<file path="src/rtl/rx_byte_packer.sv">
// Packs 8-bit AXI4-Stream bytes into 64-bit words, tags the last word
// with packet length and error flag, and counts good/bad packets.
//
// Ports:
//   clk, resetn              core clock, synchronous active-low reset
//   s_tdata/tvalid/tlast     8-bit input stream, s_tready back-pressure
//   s_err                    bad-frame strobe, valid with s_tlast
//   m_tdata/tstrb/tvalid     64-bit output word, little-endian lanes
//   m_tlast/tuser/m_err      last flag, byte length, bad-frame flag
//   m_tready                 downstream ready
//   good_pkts/bad_pkts       delivered packet counters (wrapping)
module rx_byte_packer #(
  parameter int M_DATA_WIDTH = 64,
  parameter int LEN_WIDTH    = 16,
  parameter int CNT_WIDTH    = 32
) (
  input  logic                      clk,
  input  logic                      resetn,
  input  logic [7:0]                s_tdata,
  input  logic                      s_tvalid,
  input  logic                      s_tlast,
  output logic                      s_tready,
  input  logic                      s_err,
  output logic [M_DATA_WIDTH-1:0]   m_tdata,
  output logic [M_DATA_WIDTH/8-1:0] m_tstrb,
  output logic                      m_tvalid,
  output logic                      m_tlast,
  output logic [LEN_WIDTH-1:0]      m_tuser,
  output logic                      m_err,
  input  logic                      m_tready,
  output logic [CNT_WIDTH-1:0]      good_pkts,
  output logic [CNT_WIDTH-1:0]      bad_pkts
);

  localparam int NB = M_DATA_WIDTH / 8;

  logic [M_DATA_WIDTH-1:0] acc;
  logic [2:0]              idx;
  logic [LEN_WIDTH-1:0]    len;

  // Holding slot for a word completed while the output is stalled
  logic                    pend;
  logic [M_DATA_WIDTH-1:0] pend_data;
  logic [NB-1:0]           pend_strb;
  logic                    pend_last;
  logic [LEN_WIDTH-1:0]    pend_user;
  logic                    pend_err;

  logic                    accept;
  logic                    done;
  logic                    out_free;
  logic [LEN_WIDTH-1:0]    len_inc;
  logic [M_DATA_WIDTH-1:0] word;
  logic [NB-1:0]           strb;
  logic [LEN_WIDTH-1:0]    user;
  logic                    err;

  assign s_tready = resetn & ~pend;
  assign accept   = s_tvalid & s_tready;
  assign done     = accept & ((idx == 3'd7) | s_tlast);
  assign out_free = ~m_tvalid | m_tready;
  assign len_inc  = (len == '1) ? len : len + 1'b1;
  assign user     = s_tlast ? len_inc : '0;
  assign err      = s_tlast & s_err;

  always_comb begin
    word = acc;
    word[{idx, 3'b000} +: 8] = s_tdata;
  end

  // Lanes 0..idx are live in the completing word
  always_comb begin
    strb = '0;
    for (int k = 0; k < NB; k++) begin
      strb[k] = (3'(k) <= idx);
    end
  end

  always_ff @(posedge clk) begin
    if (!resetn) begin
      acc       <= '0;
      idx       <= '0;
      len       <= '0;
      pend      <= 1'b0;
      pend_data <= '0;
      pend_strb <= '0;
      pend_last <= 1'b0;
      pend_user <= '0;
      pend_err  <= 1'b0;
      m_tdata   <= '0;
      m_tstrb   <= '0;
      m_tvalid  <= 1'b0;
      m_tlast   <= 1'b0;
      m_tuser   <= '0;
      m_err     <= 1'b0;
      good_pkts <= '0;
      bad_pkts  <= '0;
    end else begin
      if (accept) begin
        // Clearing on completion keeps unused lanes of short words zero
        acc <= done ? '0 : word;
        idx <= s_tlast ? 3'd0 : idx + 3'd1;
        len <= s_tlast ? '0 : len_inc;
      end

      if (m_tvalid & m_tready & m_tlast) begin
        if (m_err) bad_pkts  <= bad_pkts + 1'b1;
        else       good_pkts <= good_pkts + 1'b1;
      end

      if (pend & out_free) begin
        m_tdata  <= pend_data;
        m_tstrb  <= pend_strb;
        m_tvalid <= 1'b1;
        m_tlast  <= pend_last;
        m_tuser  <= pend_user;
        m_err    <= pend_err;
        pend     <= 1'b0;
      end else if (done & out_free) begin
        m_tdata  <= word;
        m_tstrb  <= strb;
        m_tvalid <= 1'b1;
        m_tlast  <= s_tlast;
        m_tuser  <= user;
        m_err    <= err;
      end else if (done) begin
        pend      <= 1'b1;
        pend_data <= word;
        pend_strb <= strb;
        pend_last <= s_tlast;
        pend_user <= user;
        pend_err  <= err;
      end else if (m_tvalid & m_tready) begin
        m_tvalid <= 1'b0;
        m_tlast  <= 1'b0;
        m_tuser  <= '0;
        m_err    <= 1'b0;
      end
    end
  end

endmodule
</file>
<file path="config.mk">
export PLATFORM = sky130hd
export DESIGN_NAME = rx_byte_packer
export DESIGN_NICKNAME = d
export VERILOG_FILES = /design/src/rtl/rx_byte_packer.sv
export SDC_FILE = /design/constraint.sdc
export NUM_CORES = 1
export LEC_CHECK = 0
export CELL_PAD_IN_SITES_DETAIL_PLACEMENT = 1
export CELL_PAD_IN_SITES_GLOBAL_PLACEMENT = 2
export CORE_ASPECT_RATIO = 0.9
export CORE_MARGIN = 3
export CORE_UTILIZATION = 31
export CTS_CLUSTER_SIZE = 16
export DETAILED_ROUTE_END_ITERATION = 8
export PLACE_DENSITY = 0.76
export SETUP_SLACK_MARGIN = 0.3
export SLEW_MARGIN = 20
export SYNTH_ARGS = -nofsm -noshare
export SYNTH_HDL_FRONTEND = slang
export SYNTH_SLANG_ARGS = --single-unit
</file>
<file path="constraint.sdc">
create_clock -name clk -period 2.58 [get_ports clk]
set_clock_uncertainty 0.2 [all_clocks]
set_input_delay 0.258 -clock clk [delete_from_list [all_inputs] [get_ports clk]]
set_output_delay 0.258 -clock clk [all_outputs]
set_load 0.01 [all_outputs]
</file>
Word-level counts from Yosys, hierarchy flattened
Index checks and enable logic that the tools add are counted.
Widths: inputs -> output; s select.
{"block": "op_classes", "add_sub_neg": 5, "multipliers": 0, "n_div": 0, "magnitude_cmp": 8, "n_eq_ne": 3, "shifts": 2, "muxes": 22, "bitwise_logic": 16, "reduce_logical": 8}
{"cell": "$mux 64", "n": 3}
{"cell": "$mux 16", "n": 7}
{"cell": "$add 32x1->32 const B", "n": 2}
{"cell": "$bwmux 64", "n": 1}
{"cell": "$shift 8x8->64 const A", "n": 1}
{"cell": "$shiftx 8x8->64", "n": 1}
{"cell": "$add 16x1->16 const B", "n": 1}
{"cell": "$eq 16x16->1 const B", "n": 1}
{"cell": "$mux 8", "n": 2}
{"cell": "$le 3x3->1 const A", "n": 4}
{"cell": "$and 1x1->1", "n": 8}
{"cell": "$mux 1", "n": 8}
{"cell": "$neg 6->8", "n": 1}
{"cell": "$reduce_and 2->1", "n": 4}
{"cell": "$le 1x3->1 const A", "n": 2}
{"cell": "$le 2x3->1 const A", "n": 2}
{"cell": "$not 1->1", "n": 6}
{"cell": "$add 3x1->3 const B", "n": 1}
{"cell": "$eq 3x3->1 const B", "n": 1}
{"cell": "$mux 3", "n": 1}
{"cell": "$ne 3x1->1 const B", "n": 1}
{"cell": "$reduce_and 3->1", "n": 1}
{"cell": "$reduce_bool 3->1", "n": 1}
{"cell": "$or 1x1->1", "n": 2}
{"cell": "2 further kinds", "n": 2}
{"block": "totals", "ff_bits": 329, "latch_bits": 0, "ramBits": 0, "rom_bits": 0, "input_bits": 14, "output_inout_bits": 156, "elab_cells": 81, "memories": 0}

Depth between registers and ports, before layout
Gate-level depths: netlist of the first run.
{"block": "depth", "word_depth": 7, "mapped_depth": 10, "depth_no_buf": 8}

Worst setup path after synthesis of the first run
OpenSTA, ideal clock, no wires.
{"block": "synth_timing", "path_kind": "register -> register", "startpoint": "register idx[0]", "endpoint": "register m_tdata[40]", "setup_ns": 0.132, "arrival_ns": 2.281, "t_required_ns": 2.248, "setup_slack_ns": -0.033, "stages_incl_launch_ff": 11, "path_buffers": 2, "synth_period_minus_slack_ns": 2.613, "cell_sequence": "dfxtp_1 > buf_2 > inv_1 > ha_1 > ha_1 > nor2_1 > and3_1 > clkbuf_1 > mux2i_1 > a2bb2oi_1 > a21oi_1"}
{"block": "synth_between", "elab_chain_cells": 5, "elab_cells_between_ends": 11, "cone_classes": "add/sub (1); eq/ne (1); shift (2); mux (3); bitwise (3); reduce/logical (1)"}
{"item": "start: declaration", "line_no": "38", "text": "logic [2:0] idx;"}
{"item": "start signal: assignment", "line_no": "102", "text": "idx <= s_tlast ? 3'd0 : idx + 3'd1;"}
{"item": "$neg 6->8 or $eq 3x3->1 (tied branches)", "line_no": "68, 60"}
{"item": "$shiftx 8x8->64 (tied with other cells)", "line_no": "68", "text": "word[{idx, 3'b000} +: 8] = s_tdata;"}
{"item": "$bwmux 64 or $and 1x1->1 (tied branches)", "line_no": "68, 60"}
{"item": "$mux 64 or $and 1x1->1 (tied branches)", "line_no": "119", "text": "end else if (done & out_free) begin"}
{"item": "$mux 64 or $reduce_bool 2->1 (tied branches)"}
{"item": "end signal: assignment", "line_no": "112", "text": "m_tdata <= pend_data;"}
{"item": "end signal: assignment", "line_no": "120", "text": "m_tdata <= word;"}
{"item": "end: declaration", "line_no": "24", "text": "output logic [M_DATA_WIDTH-1:0] m_tdata,"}
Several ways; a longest one is shown, not always the timed one. The select of a mux whose other input is x is not followed.
A chain may end at the register's enable or synchronous reset.

Worst setup path in the final report of the first run
{"block": "layout_timing", "startpoint": "register idx[0]", "endpoint": "register acc[38]"}
{"block": "layout_between", "elab_chain_cells": 4, "elab_cells_between_ends": 8, "cone_classes": "add/sub (1); eq/ne (1); shift (2); mux (2); bitwise (2)"}
{"item": "$neg 6->8 or $eq 3x3->1 (tied branches)", "line_no": "68, 60"}
{"item": "$shiftx 8x8->64 (tied with other cells)", "line_no": "68"}
{"item": "$bwmux 64 or $and 1x1->1 (tied branches)", "line_no": "68, 60"}
{"item": "$mux 64 *", "line_no": "101", "text": "acc <= done ? '0 : word;"}
{"item": "end signal: assignment", "line_no": "101"}
{"item": "end: declaration", "line_no": "37", "text": "logic [M_DATA_WIDTH-1:0] acc;"}
Mark *: on every way between the ends. The rest lies on a longest branch, timed or not.

==> run_results.csv, run 1 <==
group,metric,value,unit
status,status,"completed",
timing,rsz0062_at_grt,"yes",
floorplan,row_count,73,
global_route,grt_pass1_vias,12800,
power,ir_drop,0.355,mV
min_path,whs_endpoint,"pend_err",
floorplan,boundaryPins,170,
synth,syn-num-nets,1606,
placement,placed_cells,2319,
routing,first_iter_violations,680,
finish,fin_area,0.0191,mm2
setup_path,crit_slowest_cell,"dfxtp_2",
cts,cts_buffer_depth,3,
setup_path,cp-start-kind,"register",
timing,slew-limit-headroom,0.384,
min_path,holdPathStages,3,
min_path,worstHoldPathType,"in2reg",
setup_path,end_kind,"register",
cts,clockRootBuffer,"clkbuf_16",
setup_path,critPathBufInv,2,
cts,ctsHoldBuffers,0,
finish,finalNonFillerCells,2412,
synth,synth_edf_count,0,
synth,synth.area.top_cells,"dfxtp_1, nor2_1, mux2i_1, a21oi_1, nand2_1",
synth,ys_warn_count,0,
setup_path,rrSetupSlack,0.23,ns
finish,num-nets-final,1811,
placement,place.gp.congestion,0.795,
floorplan,start_util,0.314,
routing,via_count,12500,
setup_path,max_stage_delay,0.35,ns
setup_path,critPathMaxFanout,8,
synth,yosys.area.top_type,"dfxtp_1",
timing,layout_setup_ws,0.234,ns
cts,clkSinkCount,329,
synth,async_flop_share,0,
setup_path,path_common_cell,"ha_4",
synth,synth_area,0.0139,mm2
routing,drc,0,
global_route,grt_pass1_wl,73.7,mm
timing,final-setup-viol-count,0,
timing,hold_ws,0.0855,ns
routing,post_drt_wl_per_cell,19.3,um
cts,clock_latency,0.55,ns
finish,area_growth,37.0,%
cts,htreeDepth,2,
routing,via_per_inst,5.19,
synth,ys_seq_elements,329,
setup_path,crit_path_cell_trace,"inv_2 > ha_4 > ha_4 > nor2b_4 > nor3b_4 > buf_12 > mux2i_4 > a2bb2oi_2 > nor2_1",
setup_path,r2r_end,"acc[38]",
synth,yosys.area.top_type_share,0.473,
timing,period_minus_slack,2.35,ns
floorplan,fp.dieArea,0.0475,mm2
routing,totalWireLength,46.5,mm
synth,syn_avg_cell_area,8.80,um2
finish,drive_above_1_share,0.156,
routing,dr.pass1.iters,5,
synth,ys.flop_type,"dfxtp_1",
timing,min_period_over_period,0.909,
global_route,grt.total_usage,0.191,
global_route,grt_max_degree,113,
placement,place_area,0.0168,mm2
cts,cts_buffers,38,
placement,place_ws,-0.0343,ns
timing,final-max-slew-violation-count,0,
timing,worstMarginPinSlew,0.919,ns
job,maxCapViolCount,0,
placement,dp_hpwl,29.8,mm
power,total_leakage_power,6.58,nW
synth,netlist_instances,1582,
setup_path,crit_arrival,2.56,ns
setup_path,critical_path_class,"reg2reg",
routing,final_antenna_net_count,0,
timing,fmax,426,MHz
cts,cts_tree,"built",
setup_path,r2r_cells,9,
min_path,hold_start,"resetn",
setup_path,rr_startpoint,"idx[0]",
setup_path,cpLargestDelayFamily,"adder cells",
placement,port_buffers,169,
floorplan,core_area,0.0443,mm2
cts,clkTransAtPathRegs,0.06,ns
floorplan,dieWidth,229,um
timing,final_hold_viol_count,0,
synth,yosys.cell_types.count,68,
setup_path,required,2.80,ns
floorplan,die_y,207,um
setup_path,startpoint,"idx[0]",
global_route,antenna_found_initial,1,
timing,tns,0,ns
global_route,grt.overflow.total,0,
power,powerDensity,577,mW/mm2
synth,yosysSeqAreaShare,0.473,
## through the flow
| step | total power [mW] | utilization |
|---|---|---|
| finish | 11.0 | 0.431 |
| global route | 11.5 | 0.431 |
| CTS | 11.2 | 0.417 |
| detailed placement | 5.85 | 0.380 |
| global placement | 5.84 | 0.380 |
| floorplan | 5.57 | - |
## flip-flops by register name, indices dropped and copies added (netlist names)
| signal | flops |
|---|---|
| len | 16 |
| m_tuser | 16 |
| good_pkts | 32 |
| pend_strb | 8 |
| pend_user | 16 |
| idx | 3 |
| m_tlast | 1 |
| m_tvalid | 1 |
| pend_err | 1 |
| bad_pkts | 32 |
| pend_data | 64 |
| m_err | 1 |
| pend_last | 1 |
| m_tdata | 64 |
| acc | 64 |
| m_tstrb | 8 |
| pend | 1 |
## cell usage after synthesis, types with 3 or more instances
| library cell | instances |
|---|---|
| dfxtp_1 | 329 |
| nor2_1 | 233 |
| nand2_1 | 120 |
| a21oi_1 | 112 |
| o21ai_0 | 83 |
| mux2i_1 | 77 |
| clkbuf_1 | 74 |
| a211oi_1 | 55 |
| nand3_1 | 44 |
| a2bb2oi_1 | 41 |
| buf_2 | 33 |
| a22oi_1 | 27 |
| xor2_1 | 25 |
| nand2b_1 | 22 |
| and3_1 | 21 |
| nor3_1 | 21 |
| a221oi_1 | 19 |
| and2_1 | 19 |
| xnor2_1 | 19 |
| inv_1 | 18 |
| o22ai_1 | 18 |
| nand4_1 | 17 |
| or3_1 | 15 |
| a22o_1 | 14 |
| o21a_1 | 13 |
| nor4_1 | 11 |
| ha_1 | 10 |
| and4_1 | 9 |
| a31oi_1 | 8 |
| a32o_1 | 7 |
| o31ai_1 | 7 |
| buf_1 | 4 |
| buf_4 | 4 |
| nor3_2 | 4 |
| or2_2 | 4 |
| a21o_1 | 3 |
| nor2b_1 | 3 |
## report_power, final
group          internal [mW]  switching, mW  total [mW]  leakage (nW)
Combinational          0.243          0.407       0.650          3.34
Clock                   3.07           2.15        5.22         0.579
Sequential              5.12         0.0250        5.14          2.65
Total                   8.43           2.58        11.0          6.58
## cells by family (layout without fill, tap and decap cells)
kind of cell               Yosys count  after routing  synth area share
adders and majority gates           10             10           0.00899
other                                0              1                 0
buffers and inverters              137            366            0.0417
and+or+nand+nor                    562            562             0.193
AOI/OAI and AO/OA                  422            422             0.200
xor gates and xnor gates            44             44            0.0277
muxes                               78             78            0.0562
DFF                                329            329             0.473
## worst register-to-register path, stage by stage, from the launching register on
cell	delay, ns
dfxtp_2	0.35
inv_2	0.05
ha_4	0.17
ha_4	0.30
nor2b_4	0.17
nor3b_4	0.24
buf_12	0.21
mux2i_4	0.33
a2bb2oi_2	0.15
nor2_1	0.05
## placed cells by master (no fill, tap or decap), types with 25 or more instances in the layout
cell,Yosys,routed
buf_4,4,84
dfxtp_1,329,326
clkbuf_16,0,39
nor2_1,233,230
o21ai_0,83,81
mux2i_1,77,33
clkdlybuf4s50_1,0,167
a2bb2oi_1,41,33
a211oi_1,55,45
nand2_1,120,119
a22oi_1,27,27
xor2_1,25,25
mux2i_4,0,39
nand3_1,44,44
a21oi_1,112,111
## how the worst max path moves through the flow
stage / to / slack (ns) / cells after the start
6_report: acc[38] / 0.23 / 9
5_1_grt: acc[31] / 0.11 / 10
4_1_cts: acc[33] / 0.25 / 9
3_5_place_dp: pend_data[37] / -0.03 / 8
3_3_place_gp: pend_data[38] / 0.08 / 8
2_1_floorplan: m_tdata[27] / 0.30 / 10
## cell type report
type	instances	area, um2
inverters	19	76.3
clock buffers	58	1120
fillers	4994	25200
multi-input cells	1116	7580
repair buffers	283	2900
clock inverters	6	58.8
diodes	1	2.50
well taps	600	751
flip-flops and latches	329	6590
## repair_timing
item | CTS | global route
pin swaps | 11 | 15
resized for setup | 56 | 84
endpoints found under the setup margin | 152 | 185
gates cloned | 3 | 0
buffers inserted | 8 | 17
## routing by layer
layer	up-vias	global-route usage	routed length (um)
met3	47	0.0371	1600
met5	-	0	0
met2	165	0.308	21700
met1	6214	0.264	22500
met4	0	0.0430	711
li1	6086	-	-
(Power assumes the default switching activity.)
==> run 2, diff against run 1 <==
--- a/config.mk
+++ b/config.mk
@@ -5,12 +5,12 @@
 export SDC_FILE = /design/constraint.sdc
 export NUM_CORES = 1
 export LEC_CHECK = 0
+export ABC_AREA = 1
 export CELL_PAD_IN_SITES_DETAIL_PLACEMENT = 1
 export CELL_PAD_IN_SITES_GLOBAL_PLACEMENT = 2
-export CORE_ASPECT_RATIO = 0.9
 export CORE_MARGIN = 3
-export CORE_UTILIZATION = 31
-export CTS_CLUSTER_SIZE = 16
+export CORE_UTILIZATION = 28
+export CTS_CLUSTER_SIZE = 30
 export DETAILED_ROUTE_END_ITERATION = 8
 export PLACE_DENSITY = 0.76
 export SETUP_SLACK_MARGIN = 0.3
==> run 2 against run 1 <==
  * Core utilization fell by 6.7 points
  * Sequential power is essentially flat
  * Count of clock-buffer cells in the layout grew 7
  * Wire length grew 15%
  * Flip-flop and latch count unchanged
  * Power is 6.6% higher
  * Synthesized cell count rose by 42%
  * Sequential share of layout area is 0.21 points lower
  * Register-to-register slack better by 0.17 ns
  * Area after synthesis increased by 7.6%
  * Highest routed layer unchanged
==> run_results.csv, run 2 <==
group,metric,value,unit
global_route,grt_pass1_wl,85.8,mm
synth,synth_area,0.0150,mm2
global_route,grt_pass1_vias,15700,
floorplan,dieWidth,237,um
cts,clockRootBuffer,"clkbuf_16",
finish,final_common_cell,"nand2_1",
power,total_leakage_power,7.10,nW
synth,ys_seq_elements,329,
timing,final_hold_viol_count,0,
timing,final-setup-viol-count,0,
synth,yosys.cell_types.count,36,
timing,period_minus_slack,2.18,ns
power,p_int,8.97,mW
global_route,grtUsageMet2,0.335,
synth,synth_edf_count,0,
routing,dr.pass1.iters,5,
finish,multiInputGateArea,0.00734,mm2
finish,drive_above_1_share,0.0725,
global_route,gr-usage-met1,0.241,
global_route,busiest_layer,"met2",
placement,dp_hpwl,34.9,mm
min_path,holdPathStages,3,
cts,htreeDepth,2,
finish,final_cell_mix,"nand2_1, dfxtp_1, nor2_1, a21oi_1, inv_1",
cts,cts_buffers,41,
placement,port_buffers,169,
setup_path,required,2.86,ns
finish,nFillCells,6545,
placement,place.gp.congestion,0.828,
setup_path,crit_slowest_cell,"dfxtp_4",
routing,first_iter_violations,647,
global_route,grt.total_usage,0.188,
routing,final_antenna_net_count,0,
synth,syn_avg_cell_area,6.69,um2
cts,cts_buffer_depth,3,
setup_path,crit_arrival,2.46,ns
timing,slew-limit-headroom,0.291,
timing,min_period_over_period,0.845,
synth,yosys.area.top_type_share,0.439,
status,status,"completed",
finish,top_regs,"acc: 64 flops, m_tdata: 64 flops, pend_data: 64 flops",
synth,netlist_instances,2240,
routing,post_drt_wl_per_cell,17.2,um
global_route,gr-usage-met3,0.0269,
finish,area_growth,28.2,%
floorplan,core_area,0.0528,mm2
power,powerDensity,611,mW/mm2
synth,yosys.area.top_type,"dfxtp_1",
setup_path,critical_path_class,"reg2reg",
global_route,grt.overflow.total,0,
synth,yosysMostFrequentCell,"nand2_1",
synth,synth.area.top_cells,"dfxtp_1, nand2_1, a21oi_1, nor2_1, o21ai_0",
cts,cts_tree,"built",
floorplan,fp.dieArea,0.0563,mm2
routing,totalWireLength,53.5,mm
power,clock_power_share,0.507,
timing,final-max-slew-violation-count,0,
power,ir_drop,0.509,mV
cts,clock_latency,0.55,ns
finish,num-nets-final,2422,
global_route,antenna_found_initial,1,
setup_path,end_kind,"register",
setup_path,r2r_cells,8,
power,totalPowerFinal,11.7,mW
power,p_sw_frac,0.235,
power,p_sw,2.76,mW
finish,utilization,0.364,
synth,ys_warn_count,0,
routing,via_count,15100,
routing,via_per_inst,4.85,
global_route,grt_max_degree,206,
timing,fmax,459,MHz
timing,worstMarginPinSlew,1.06,ns
setup_path,crit_path_cell_trace,"clkinvlp_4 > ha_4 > inv_1 > nand3_1 > buf_4 > o21ai_0 > o22ai_1 > a21oi_1",
routing,drc,0,
synth,yosysSeqAreaShare,0.439,
synth,synth_commonest_cells,"nand2_1, dfxtp_1, nor2_1",
finish,regArea,0.00660,mm2
min_path,worstHoldPathType,"in2reg",
setup_path,critPathMaxFanout,16,
floorplan,die_y,237,um
synth,async_flop_share,0,
timing,rsz0062_at_grt,"yes",
setup_path,max_stage_delay,0.40,ns
synth,ys.flop_type,"dfxtp_1",
cts,clkTransAtPathRegs,0.06,ns
floorplan,row_count,84,
cts,clkSinkCount,329,
job,maxCapViolCount,0,
floorplan,start_util,0.284,
setup_path,cp-start-kind,"register",
synth,syn-num-nets,2264,
power,power_frac_comb,0.054,
floorplan,boundaryPins,170,
power,seqPwrFrac,0.439,
-- run 2: cell count changes after synthesis, moves of 22 or more --
cell / delta
inv_1: +161
nand2b_1: -22
a211oi_1: -54
a21oi_1: +126
nand3_1: +56
o21ai_0: +124
nand2_1: +536
mux2i_1: -77
a2bb2oi_1: -41
nor2_1: +48
-- run 2: power by group through the flow --
stage	combinational (mW)	sequential, mW	clock (mW)
final	0.632	5.16	5.95
after global placement	0.592	5.27	0
after detailed placement	0.601	5.27	0
after CTS	0.623	5.16	6.14
after global routing	0.691	5.16	6.35
after floorplan	0.313	5.27	0
-- run 2: area by class of cell --
| type | count | share of cell area |
|---|---|---|
| multi-input cells | 1612 | 0.382 |
| flip-flops and latches | 329 | 0.343 |
| repair buffers | 228 | 0.120 |
| clock buffers | 65 | 0.0655 |
| well taps | 688 | 0.0448 |
| inverters | 186 | 0.0369 |
| clock inverters | 9 | 0.00645 |
| diodes | 1 | 0.000130 |
-- run 2: kinds of logic (layout without fill, tap and decap cells) --
logic type	after synthesis	in the layout	share of synthesized area
XOR/XNOR	10	10	0.00584
buffers and inverters	299	488	0.0801
adder cells (fa/ha/maj)	10	10	0.00835
flip-flops	329	329	0.439
AND/OR/NAND/NOR	1109	1109	0.301
AO/OA/AOI/OAI	483	483	0.165
other	0	1	0
-- run 2: metrics by stage --
step,setup slack [ns],setup TNS [ns],instances,hold WS (ns),cell area [um2]
finish,0.400,0,3118,0.110,19200
global route,0.236,0,3117,0.0864,19200
CTS,0.289,0,3114,0.0755,19100
detailed placement,-0.0461,-0.122,3033,0.242,17600
global placement,0.0975,0,3033,0.234,17600
floorplan,0.305,0,2240,0.202,15000
-- run 2: metal layers --
layer | share of wire | routed length (um)
met5 | 0 | 0
met1 | 0.47 | 24900
met3 | 0.033 | 1770
met4 | 0.017 | 933
met2 | 0.48 | 25900
-- run 2: timing repair --
action	CTS	global route
endpoints found under the hold margin	13	0
hold buffers	1	0
gates cloned	0	0
resized for setup	32	62
endpoints found under the setup margin	157	196
setup buffers	6	3
pin swaps	4	6
-- run 2: path summary, 6_finish.rpt --
kind | from | to | slack [ns]
max | idx[2] | m_tdata[60] | 0.40
min | s_err | pend_err | 0.11
max reg2reg | idx[2] | m_tdata[60] | 0.40
min reg2reg | pend_strb[0] | pend_strb[0] | 0.25
-- run 2: critical path: cells and delay by family (launching register included) --
family / cells / cell delay (ns)
AOI/OAI and AO/OA: 3 / 0.59
buffers and inverters: 3 / 0.52
DFF: 1 / 0.40
adders and majority gates: 1 / 0.30
and+or+nand+nor: 1 / 0.10
==> run 3, diff against run 2 <==
==> constraint.sdc (replaced) <==
create_clock -name clk -period 1.95 [get_ports clk]
set_clock_uncertainty 0.2 [all_clocks]
set_input_delay 0.195 -clock clk [delete_from_list [all_inputs] [get_ports clk]]
set_output_delay 0.195 -clock clk [all_outputs]
set_load 0.01 [all_outputs]
==> run 3 against run 2 <==
  * The run now ends with hold timing, setup timing left
  * Flip-flop and latch count is the same
  * Via count grew 10%
  * Wire length grew 22%
  * Register-to-register slack lost 0.60 ns
  * Core utilization grew 11 points
  * Clock power grew 34%
  * Die area is the same
  * Count of clock-buffer cells in the layout is the same
  * Sequential power grew 32%
  * Hold slack lost 0.11 ns
  * Setup slack lost 0.60 ns
  * Fmax grew 1.3%
  * Critical endpoint is now acc[55]
==> run_results.csv, run 3 (same netlist as run 2, synthesis figures left out) <==
group,metric,value,unit
status,status,"finished with violations",
status,violations,"hold timing, setup timing",
power,clock_power_share,0.496,
setup_path,max_stage_delay,0.39,ns
setup_path,crit_arrival,2.45,ns
power,ir_drop,0.598,mV
setup_path,cpLargestDelayFamily,"buffers and inverters",
routing,drc,0,
routing,totalWireLength,65.5,mm
global_route,grt_max_degree,87,
finish,final_cell_mix,"nand2_1, dfxtp_1, nor2_1, inv_1, a21oi_1",
timing,final-max-slew-violation-count,0,
power,seqPwrFrac,0.422,
timing,final_hold_viol_count,1,
timing,worstMarginPinSlew,0.722,ns
setup_path,critical_path_class,"reg2reg",
setup_path,cp-start-kind,"register",
power,power_frac_comb,0.082,
power,p_sw,4.11,mW
placement,port_buffers,169,
setup_path,end_kind,"register",
setup_path,cp.depth,11,
global_route,grt_pass1_vias,16600,
global_route,grt.total_usage,0.201,
timing,period_minus_slack,2.15,ns
timing,slew-limit-headroom,0.518,
power,totalPowerFinal,16.1,mW
cts,clkSinkCount,329,
finish,drive_above_1_share,0.361,
timing,final-setup-viol-count,242,
finish,area_growth,66.3,%
timing,min_period_over_period,1.10,
finish,antenna_cells,0,
global_route,grt.overflow.total,0,
routing,dr.pass1.iters,5,
timing,fmax,464,MHz
finish,num-nets-final,2629,
routing,via_count,16700,
finish,top_regs,"acc: 64 flops, m_tdata: 64 flops, pend_data: 64 flops",
setup_path,critPathMaxFanout,16,
power,p_sw_frac,0.255,
setup_path,critPathBufInv,5,
floorplan,die_y,237,um
floorplan,row_count,84,
cts,cts_buffer_depth,3,
power,powerDensity,647,mW/mm2
global_route,antenna_found_initial,0,
routing,final_antenna_net_count,0,
floorplan,fp.dieArea,0.0563,mm2
finish,nFillCells,6172,
floorplan,start_util,0.284,
routing,first_iter_violations,844,
power,total_leakage_power,11.9,nW
cts,cts_tree,"built",
timing,hold_ws,-0.00309,ns
setup_path,crit_slowest_cell,"dfxtp_4",
cts,clockRootBuffer,"clkbuf_16",
min_path,holdPathStages,5,
setup_path,crit_path_cell_trace,"inv_6 > ha_4 > ha_4 > inv_4 > buf_4 > nand3_4 > buf_12 > buf_4 > o21ai_4 > nand2_1 > a21oi_1",
timing,layout_setup_ws,-0.203,ns
setup_path,r2r_cells,11,
floorplan,core_area,0.0528,mm2
cts,clkTransAtPathRegs,0.06,ns
routing,post_drt_wl_per_cell,19.7,um
placement,dp_hpwl,38.4,mm
finish,final_common_cell,"nand2_1",
min_path,worstHoldPathType,"in2reg",
routing,via_per_inst,5.02,
setup_path,required,2.25,ns
timing,rsz0062_at_grt,"yes",
job,maxCapViolCount,0,
placement,place.gp.congestion,0.825,
power,p_int,12.0,mW
cts,htreeDepth,2,
floorplan,boundaryPins,170,
cts,clock_latency,0.59,ns
placement,place_ws,-0.322,ns
cts,cts_buffers,42,
floorplan,dieWidth,237,um
global_route,grt_pass1_wl,91.1,mm
-- run 3: metal layers --
layer / GRT usage / up-vias / part of all wire
met5: 0 / - / 0
li1: - / 7990 / -
met3: 0.0233 / 101 / 0.034
met2: 0.366 / 293 / 0.51
met1: 0.249 / 8319 / 0.43
met4: 0.0566 / 0 / 0.028
-- run 3: path summary, 6_finish.rpt --
| path | start | endpoint | slack (ns) |
|---|---|---|---|
| min reg2reg | pend_user[15] | pend_user[15] | 0.26 |
| max | idx[0] | acc[55] | -0.20 |
| max reg2reg | idx[0] | acc[55] | -0.20 |
| min | resetn | idx[2] | -0.003 |
-- run 3: tightest hold or removal path: cells and delay by family --
kind / cells / cell delay, ns
buffers and inverters: 2 / 0.31
AND/OR/NAND/NOR: 2 / 0.18
AO/OA/AOI/OAI: 1 / 0.06
-- run 3: repair_timing --
action,in CTS,in global routing
setup endpoints to repair,471,472
gates cloned,11,23
setup buffers,12,31
pin swaps,17,170
gates resized for setup,193,907
endpoints found under the hold margin,1,0
hold buffers,1,0
-- run 3: stage by stage --
stage           util  hold slack (ns)  setup TNS (ns)  cells  instance area (um2)
3_3_place_gp   0.360            0.233          -48.75   3171                19000
3_5_place_dp   0.360            0.240          -58.98   3171                19000
5_1_grt        0.472          0.00456          -47.64   3325                24900
6_report       0.472         -0.00309          -28.93   3325                24900
4_1_cts        0.405           0.0260          -26.55   3271                21400
2_1_floorplan      -            0.139               0   2240                15200
-- run 3: cell type report --
cell class,count,area [um2],area share
multi-input combinational,1614,9890,0.397
sequential,329,6710,0.269
timing repair buffer,431,5280,0.212
clock buffer,65,1250,0.0501
tap,688,861,0.0345
inverter,186,762,0.0306
clock inverter,11,156,0.00627
timing repair inverter,1,16.3,0.000653
-- run 3: power by group through the flow --
stage / sequential (mW) / clock [mW] / combinational (mW)
after floorplan: 6.98 / 0 / 0.437
after global placement: 6.97 / 0 / 0.918
after detailed placement: 6.97 / 0 / 0.934
after CTS: 6.82 / 8.19 / 1.04
after global routing: 6.80 / 8.46 / 1.40
final: 6.80 / 8.00 / 1.32
